--- src/rtl/life_gen_ctrl.sv ---
// Generation controller for the life cell array: command decode, RUN divider, STEP, addressed writes, CLEAR sweep.
// Optional feature macro GEN_LIMIT_EN adds a gen_limit input that auto-stops RUN.
module life_gen_ctrl #(
   parameter int          ROWS         = 8,
   parameter int          COLS         = 8,
   parameter int          ROW_W        = 3,
   parameter int          COL_W        = 3,
   parameter int          DIV_W        = 24,
   parameter int unsigned RATE_DEFAULT = 0
) (
   input  logic             clk,
   input  logic             reset,
   input  logic             cmd_valid,
   output logic             cmd_ready,
   input  logic [2:0]       cmd_op,
   input  logic [ROW_W-1:0] cmd_row,
   input  logic [COL_W-1:0] cmd_col,
   input  logic             cmd_val,
   input  logic [DIV_W-1:0] cmd_rate,
`ifdef GEN_LIMIT_EN
   input  logic [15:0]      gen_limit,
`endif
   output logic             cell_enb,
   output logic             cell_write,
   output logic [ROW_W-1:0] cell_row,
   output logic [COL_W-1:0] cell_col,
   output logic             cell_val,
   output logic             running,
   output logic [15:0]      gen_count
);

   localparam logic [1:0] S_IDLE  = 2'd0;
   localparam logic [1:0] S_RUN   = 2'd1;
   localparam logic [1:0] S_STEP  = 2'd2;
   localparam logic [1:0] S_CLEAR = 2'd3;

   localparam logic [2:0] OP_RUN  = 3'd1;
   localparam logic [2:0] OP_STOP = 3'd2;
   localparam logic [2:0] OP_STEP = 3'd3;
   localparam logic [2:0] OP_WR   = 3'd4;
   localparam logic [2:0] OP_CLR  = 3'd5;
   localparam logic [2:0] OP_SET  = 3'd6;

   localparam logic [ROW_W:0]   ROWS_L   = (ROW_W+1)'(ROWS);
   localparam logic [COL_W:0]   COLS_L   = (COL_W+1)'(COLS);
   localparam logic [ROW_W-1:0] ROW_LAST = ROW_W'(ROWS-1);
   localparam logic [COL_W-1:0] COL_LAST = COL_W'(COLS-1);

   logic [1:0]       r_state;
   logic             r_ready, r_running, r_enb, r_write, r_val, r_pend;
   logic [ROW_W-1:0] r_row;
   logic [COL_W-1:0] r_col;
   logic [15:0]      r_gen;
   logic [DIV_W-1:0] r_period, r_div;

   logic             w_acc, w_run, w_stop, w_step, w_wr, w_clr, w_set;
   logic             w_addr_ok, w_wr_go, w_tick, w_last, w_lim_hit;
   logic [DIV_W-1:0] w_per_nxt, w_div_nxt;

   assign w_acc  = cmd_valid & r_ready;
   assign w_run  = w_acc & (cmd_op == OP_RUN);
   assign w_stop = w_acc & (cmd_op == OP_STOP);
   assign w_step = w_acc & (cmd_op == OP_STEP);
   assign w_wr   = w_acc & (cmd_op == OP_WR);
   assign w_clr  = w_acc & (cmd_op == OP_CLR);
   assign w_set  = w_acc & (cmd_op == OP_SET);

   assign w_addr_ok = ({1'b0, cmd_row} < ROWS_L) && ({1'b0, cmd_col} < COLS_L);
   assign w_wr_go   = w_wr & w_addr_ok;
   assign w_per_nxt = w_set ? cmd_rate : r_period;
   // Divider free-wraps past a shrunken period; only an exact match resets it.
   assign w_div_nxt = (r_div == r_period) ? '0 : r_div + DIV_W'(1);
   assign w_tick    = (w_div_nxt == w_per_nxt);
   assign w_last    = (r_row == ROW_LAST) && (r_col == COL_LAST);

`ifdef GEN_LIMIT_EN
   assign w_lim_hit = (gen_limit != 16'd0) && r_enb && (r_gen == gen_limit);
`else
   assign w_lim_hit = 1'b0;
`endif

   always_ff @(posedge clk or negedge reset) begin
      if (!reset) begin
         r_state   <= S_IDLE;
         r_ready   <= 1'b1;
         r_running <= 1'b0;
         r_enb     <= 1'b0;
         r_write   <= 1'b0;
         r_row     <= '0;
         r_col     <= '0;
         r_val     <= 1'b0;
         r_gen     <= '0;
         r_period  <= DIV_W'(RATE_DEFAULT);
         r_div     <= '0;
         r_pend    <= 1'b0;
      end else begin
         r_enb    <= 1'b0;
         r_write  <= 1'b0;
         r_period <= w_per_nxt;
         if (r_state == S_CLEAR) begin
            if (w_last) begin
               r_state <= S_IDLE;
               r_ready <= 1'b1;
               r_gen   <= '0;
            end else begin
               r_write <= 1'b1;
               if (r_col == COL_LAST) begin
                  r_col <= '0;
                  r_row <= r_row + ROW_W'(1);
               end else begin
                  r_col <= r_col + COL_W'(1);
               end
            end
         end else if (w_clr) begin
            r_state   <= S_CLEAR;
            r_ready   <= 1'b0;
            r_running <= 1'b0;
            r_write   <= 1'b1;
            r_row     <= '0;
            r_col     <= '0;
            r_val     <= 1'b0;
            r_div     <= '0;
            r_pend    <= 1'b0;
         end else begin
            if (w_wr_go) begin
               r_write <= 1'b1;
               r_row   <= cmd_row;
               r_col   <= cmd_col;
               r_val   <= cmd_val;
            end
            if (r_state == S_RUN) begin
               if (w_stop || w_lim_hit) begin
                  r_state   <= S_IDLE;
                  r_running <= 1'b0;
                  r_div     <= '0;
                  r_pend    <= 1'b0;
               end else begin
                  r_div <= w_div_nxt;
                  // A write owns the shared lines; the tick waits one cycle in r_pend.
                  if (w_wr_go) begin
                     r_pend <= r_pend | w_tick;
                  end else begin
                     r_enb  <= r_pend | w_tick;
                     r_pend <= r_pend & w_tick;
                     if (r_pend | w_tick) r_gen <= r_gen + 16'd1;
                  end
               end
            end else begin
               r_state <= S_IDLE;
               r_div   <= '0;
               r_pend  <= 1'b0;
               if (w_run) begin
                  r_state   <= S_RUN;
                  r_running <= 1'b1;
                  if (w_per_nxt == '0) begin
                     r_enb <= 1'b1;
                     r_gen <= r_gen + 16'd1;
                  end
               end else if (w_step) begin
                  r_state <= S_STEP;
                  r_enb   <= 1'b1;
                  r_gen   <= r_gen + 16'd1;
               end
            end
         end
      end
   end

   assign cmd_ready  = r_ready;
   assign cell_enb   = r_enb;
   assign cell_write = r_write;
   assign cell_row   = r_row;
   assign cell_col   = r_col;
   assign cell_val   = r_val;
   assign running    = r_running;
   assign gen_count  = r_gen;

endmodule

--- config.mk ---
export PLATFORM = sky130hd
export DESIGN_NAME = life_gen_ctrl
export DESIGN_NICKNAME = d
export VERILOG_FILES = /design/src/rtl/life_gen_ctrl.sv
export SDC_FILE = /design/constraint.sdc
export NUM_CORES = 1
export LEC_CHECK = 0
export BUFFER_PORTS_ARGS = -buffer_cell sky130_fd_sc_hd__buf_2
export CAP_MARGIN = 40
export CORE_ASPECT_RATIO = 0.7
export CORE_UTILIZATION = 54
export DETAILED_ROUTE_END_ITERATION = 16
export PLACE_DENSITY = 0.8
export SLEW_MARGIN = 10
export SYNTH_ARGS = -nofsm -noshare
export SYNTH_HDL_FRONTEND = slang
export SYNTH_SLANG_ARGS = --single-unit
--- constraint.sdc ---
create_clock -name clk -period 3.9 [get_ports clk]
set_clock_uncertainty 0.2 [all_clocks]
set_input_delay 0.585 -clock clk [delete_from_list [all_inputs] [get_ports clk]]
set_output_delay 0.585 -clock clk [all_outputs]
set_load 0.02 [all_outputs]
==> metrics.md <==
| Metric | Value |
|---|---|
| Status | finished, final reports clean |
| Min Hold Slack | 0.292 ns |
| Clock latency on the worst-skew pair | 0.35 ns |
| Post-Syn Instances | 654 |
| Post-Synth Adder-Cell Area | 1.37% |
| Effective utilization at floorplan | 56.1% |
| Crit path top cell by count | or4_4 |
| IO Count | 64 |
| Worst reg-to-reg setup slack | 0.09 ns |
| Final Non-Filler Cells | 915 |
| Syn avg cell area | 8.40 sq um |
| Design Area, Final | 0.00699 sq mm |
| P_sw | 0.00141 W |
| Syn Nets | 697 |
| Routing usage on met1 | 52.2% |
| Routed Antenna Nets | 0 |
| NumNets Final | 825 |
| Critical Path Start Type | register |
| Site row count | 30 |
| Yosys top cell by area | dfrtp_1 |
| Critical path cell sequence | ha_2 -> nand4_1 -> or4_4 -> buf_6 -> xnor2_4 -> xnor2_1 -> or4_4 -> a2111oi_4 -> buf_4 -> a31oi_4 -> or2_1 -> buf_12 -> o31ai_1 |
| Internal power | 0.00199 W |
| CTS root buffer | clkbuf_16 |
| Vias/cell | 6.44 |
| Max Clock Freq | 0.262 GHz |
| Post-synthesis xor/xnor area fraction | 7.99% |
| Post-synth EDFFs | 0 |
| Ranking of synthesized cells by area | dfrtp_1, o21ai_0, nand2_1 |
| Synth unique cells | 71 |
| CTS buffer count | 9 |
| Path depth of the worst reg2reg path | 13 |
| Transition time at the pin with the least slew margin | 0.836 ns |
| Gr busiest metal | met1 |
| Hold path depth | 1 |
| Logic pwr share | 42.0% |
| WHS Endpoint | gen_count[15] |
| Final min period | 3.81 ns |
| DRT Pass-1 Iters | 5 |
| Crit. path cell count | 13 |
| Mux cell area share after synthesis | 2.66% |
| Largest net degree at the start of global routing | 59 |
| Post-DP HPWL | 13,800 um |
| Placed Area | 0.00651 sq mm |
| Hold crit path type | reg2reg |
| ANT cells | 0 |
| Hold Startpoint | gen_count[15] |
| Met2 GRT Util | 51.8% |
| Arr. time, crit path | 3.84 ns |
| Met3 GRT Util | 7.57% |
| Family with the most delay on the worst path | simple AND/OR/NAND/NOR gates |
| Synth Register Bits | 78 |
| Final hold vios | 0 |
| Clock-pin slew on the worst setup and hold paths | 0.06 ns |
| Number of global-route vias before repair | 5,431 |
| Critical-path top delay cell | or4_4 |
| Via Count | 5,896 |
| CTS Buffer Depth | 2 |
| Ys async rst share | 100% |
| Core ar. | 0.00980 sq mm |
| Chip width | 123 um |
| Crit path required time | 3.92 ns |
| P_leak | 3.11 nW |
| Global-route wire length before repair | 28,400 um |
| # DRC | 0 |
| CP Max Fanout | 15 |
| Worst setup EP type | register |
| Layout overhead on the synthesized area | 27.2% |
| H-tree Lvls | 3 |
| Setup Viol. Count Final | 0 |
| Die Y | 86.4 um |
| Post-Route WL | 18,100 um |
| Max cap viols | 0 |
| Compound-Gate Fraction of Synth Area | 22.1% |
| DIE AREA | 0.0106 sq mm |
| Sequential area share after synthesis | 35.5% |
| Sum Neg Setup Slack | 0 ns |
| Gr ovfl total | 0 |
| Share of cells above drive strength 1 | 27.7% |
| Placed Cells | 895 |
| Top cell type's share of synthesized area | 35.1% |
| Final Slew Violations | 0 |
| Synth Area in Simple Gates | 25.3% |
| Total Routing Usage GR | 35.5% |
| Initial antenna violation count | 0 |
| Clock power frac | 23.1% |
| Top FF cell, synth | dfrtp_1 |
| Peak VDD IR | 274 uV |
| Clock sinks | 78 |
| Synthesis warning total | 0 |
| FF-to-FF End | gen_count[14] |
| PwrDens | 485 mW/mm^2 |
| Leading cell type in the layout, fill and taps excluded | buf_4 |
| Netlist Area Pre-Place | 0.00550 sq mm |
| Critical path type | reg2reg |
| WP buf/inv | 3 |
| Switching Fraction | 41.5% |
| Reg-to-reg critical path startpoint | r_div[0] |
| Rel. slew slack | 44.1% |
| Iteration-0 DRC Markers | 706 |
| Port bufs | 63 |
| Slowest stage delay, CP | 0.53 ns |
| Wire per inst | 19.8 um |
| CTS tree | done |
| Seq pwr share | 35.0% |
| Main combinational cell family by area after synthesis | simple AND/OR/NAND/NOR gates |
| Final GP Congestion | 1.01 |
| Period utilization | 97.8% |
| Commonest non-fill, non-tap cells in the layout | buf_4, nand2_1, dfrtp_1, o21ai_0, buf_2 |
[synthesized netlist by cell type, drive strengths merged (3+ instances only)]
master  instances
xnor2          35
inv            19
o22ai           4
nand3          32
nand4b          6
nor2           33
o211ai          4
and2            9
o41ai           7
clkbuf         24
o21a            3
and4            3
mux2i           9
and3           14
a22oi           6
dfrtp          77
o31ai          17
nor3           13
or4             7
o21ai          71
nand2b          7
nand4          17
nand2          85
mux2            5
a21oi          19
xor2           13
a31oi          15
ha              6
nor4           21
buf            20
a22o            6
a211oi          4
or3             7
[state kept, by name (all words and copies together) (netlist names)]
name and count:
cell_val 1, r_pend 1, r_div 24, cell_col 3, cell_enb 1, gen_count 16
cell_write 1, running 1, cmd_ready 1, r_state 2, cell_row 3, r_period 24
[cell type report]
cell class	instances	area [sq um]
Inverter	19	71.3
Fill cell	748	2810
Multi-Input combinational cell	513	3450
Clock buffer	10	229
Timing Repair Buffer	161	1090
Tap cell	128	160
Clock inverter	6	38.8
Sequential cell	78	1950
[kinds of logic after synthesis]
| family | count (synthesis) |
|---|---|
| compound gates | 180 |
| xor+xnor | 48 |
| fa+ha+maj | 6 |
| buf+inv | 63 |
| flops | 78 |
| mux | 14 |
| simple gates | 265 |
[metrics by stage]
step	power (W)	setup WS, ns	util (%)
global route	0.00357	-0.00972	71.4
CTS	0.00330	0.00131	69.5
global placement	0.00246	-0.0332	66.1
detailed placement	0.00251	-0.221	66.4
floorplan	0.00202	0.00333	-
finish	0.00339	0.0863	71.4
[layer usage]
metal	up-vias	share of wire (%)	wire [um]
li1	2680	-	-
met4	0	1.9	345
met1	2822	43	7850
met3	31	12	2150
met2	363	43	7790
met5	-	0	0
[worst max-delay path by stage]
stage                    from            end
floorplan           cmd_op[1]  gen_count[12]
global placement    cmd_op[0]   gen_count[7]
detailed placement  cmd_op[0]   gen_count[8]
CTS                  r_div[8]   gen_count[7]
global route         r_div[0]   gen_count[8]
finish               r_div[0]  gen_count[14]
[power by group through the flow]
stage | clock (W) | sequential [W] | combinational, W
2_1_floorplan | 0 | 0.00124 | 0.000783
3_3_place_gp | 0 | 0.00118 | 0.00128
3_5_place_dp | 0 | 0.00119 | 0.00132
4_1_cts | 0.000790 | 0.00117 | 0.00133
5_1_grt | 0.000817 | 0.00121 | 0.00154
6_report | 0.000783 | 0.00119 | 0.00142
[repair_timing]
action | CTS | global route
hold buffers | 1 | 0
buffers inserted | 0 | 3
hold endpoints to repair | 20 | 0
setup endpoints to repair | 3 | 14
pin swaps | 1 | 5
resized for setup | 4 | 30
No activity file was read; power rests on OpenSTA's default activity.
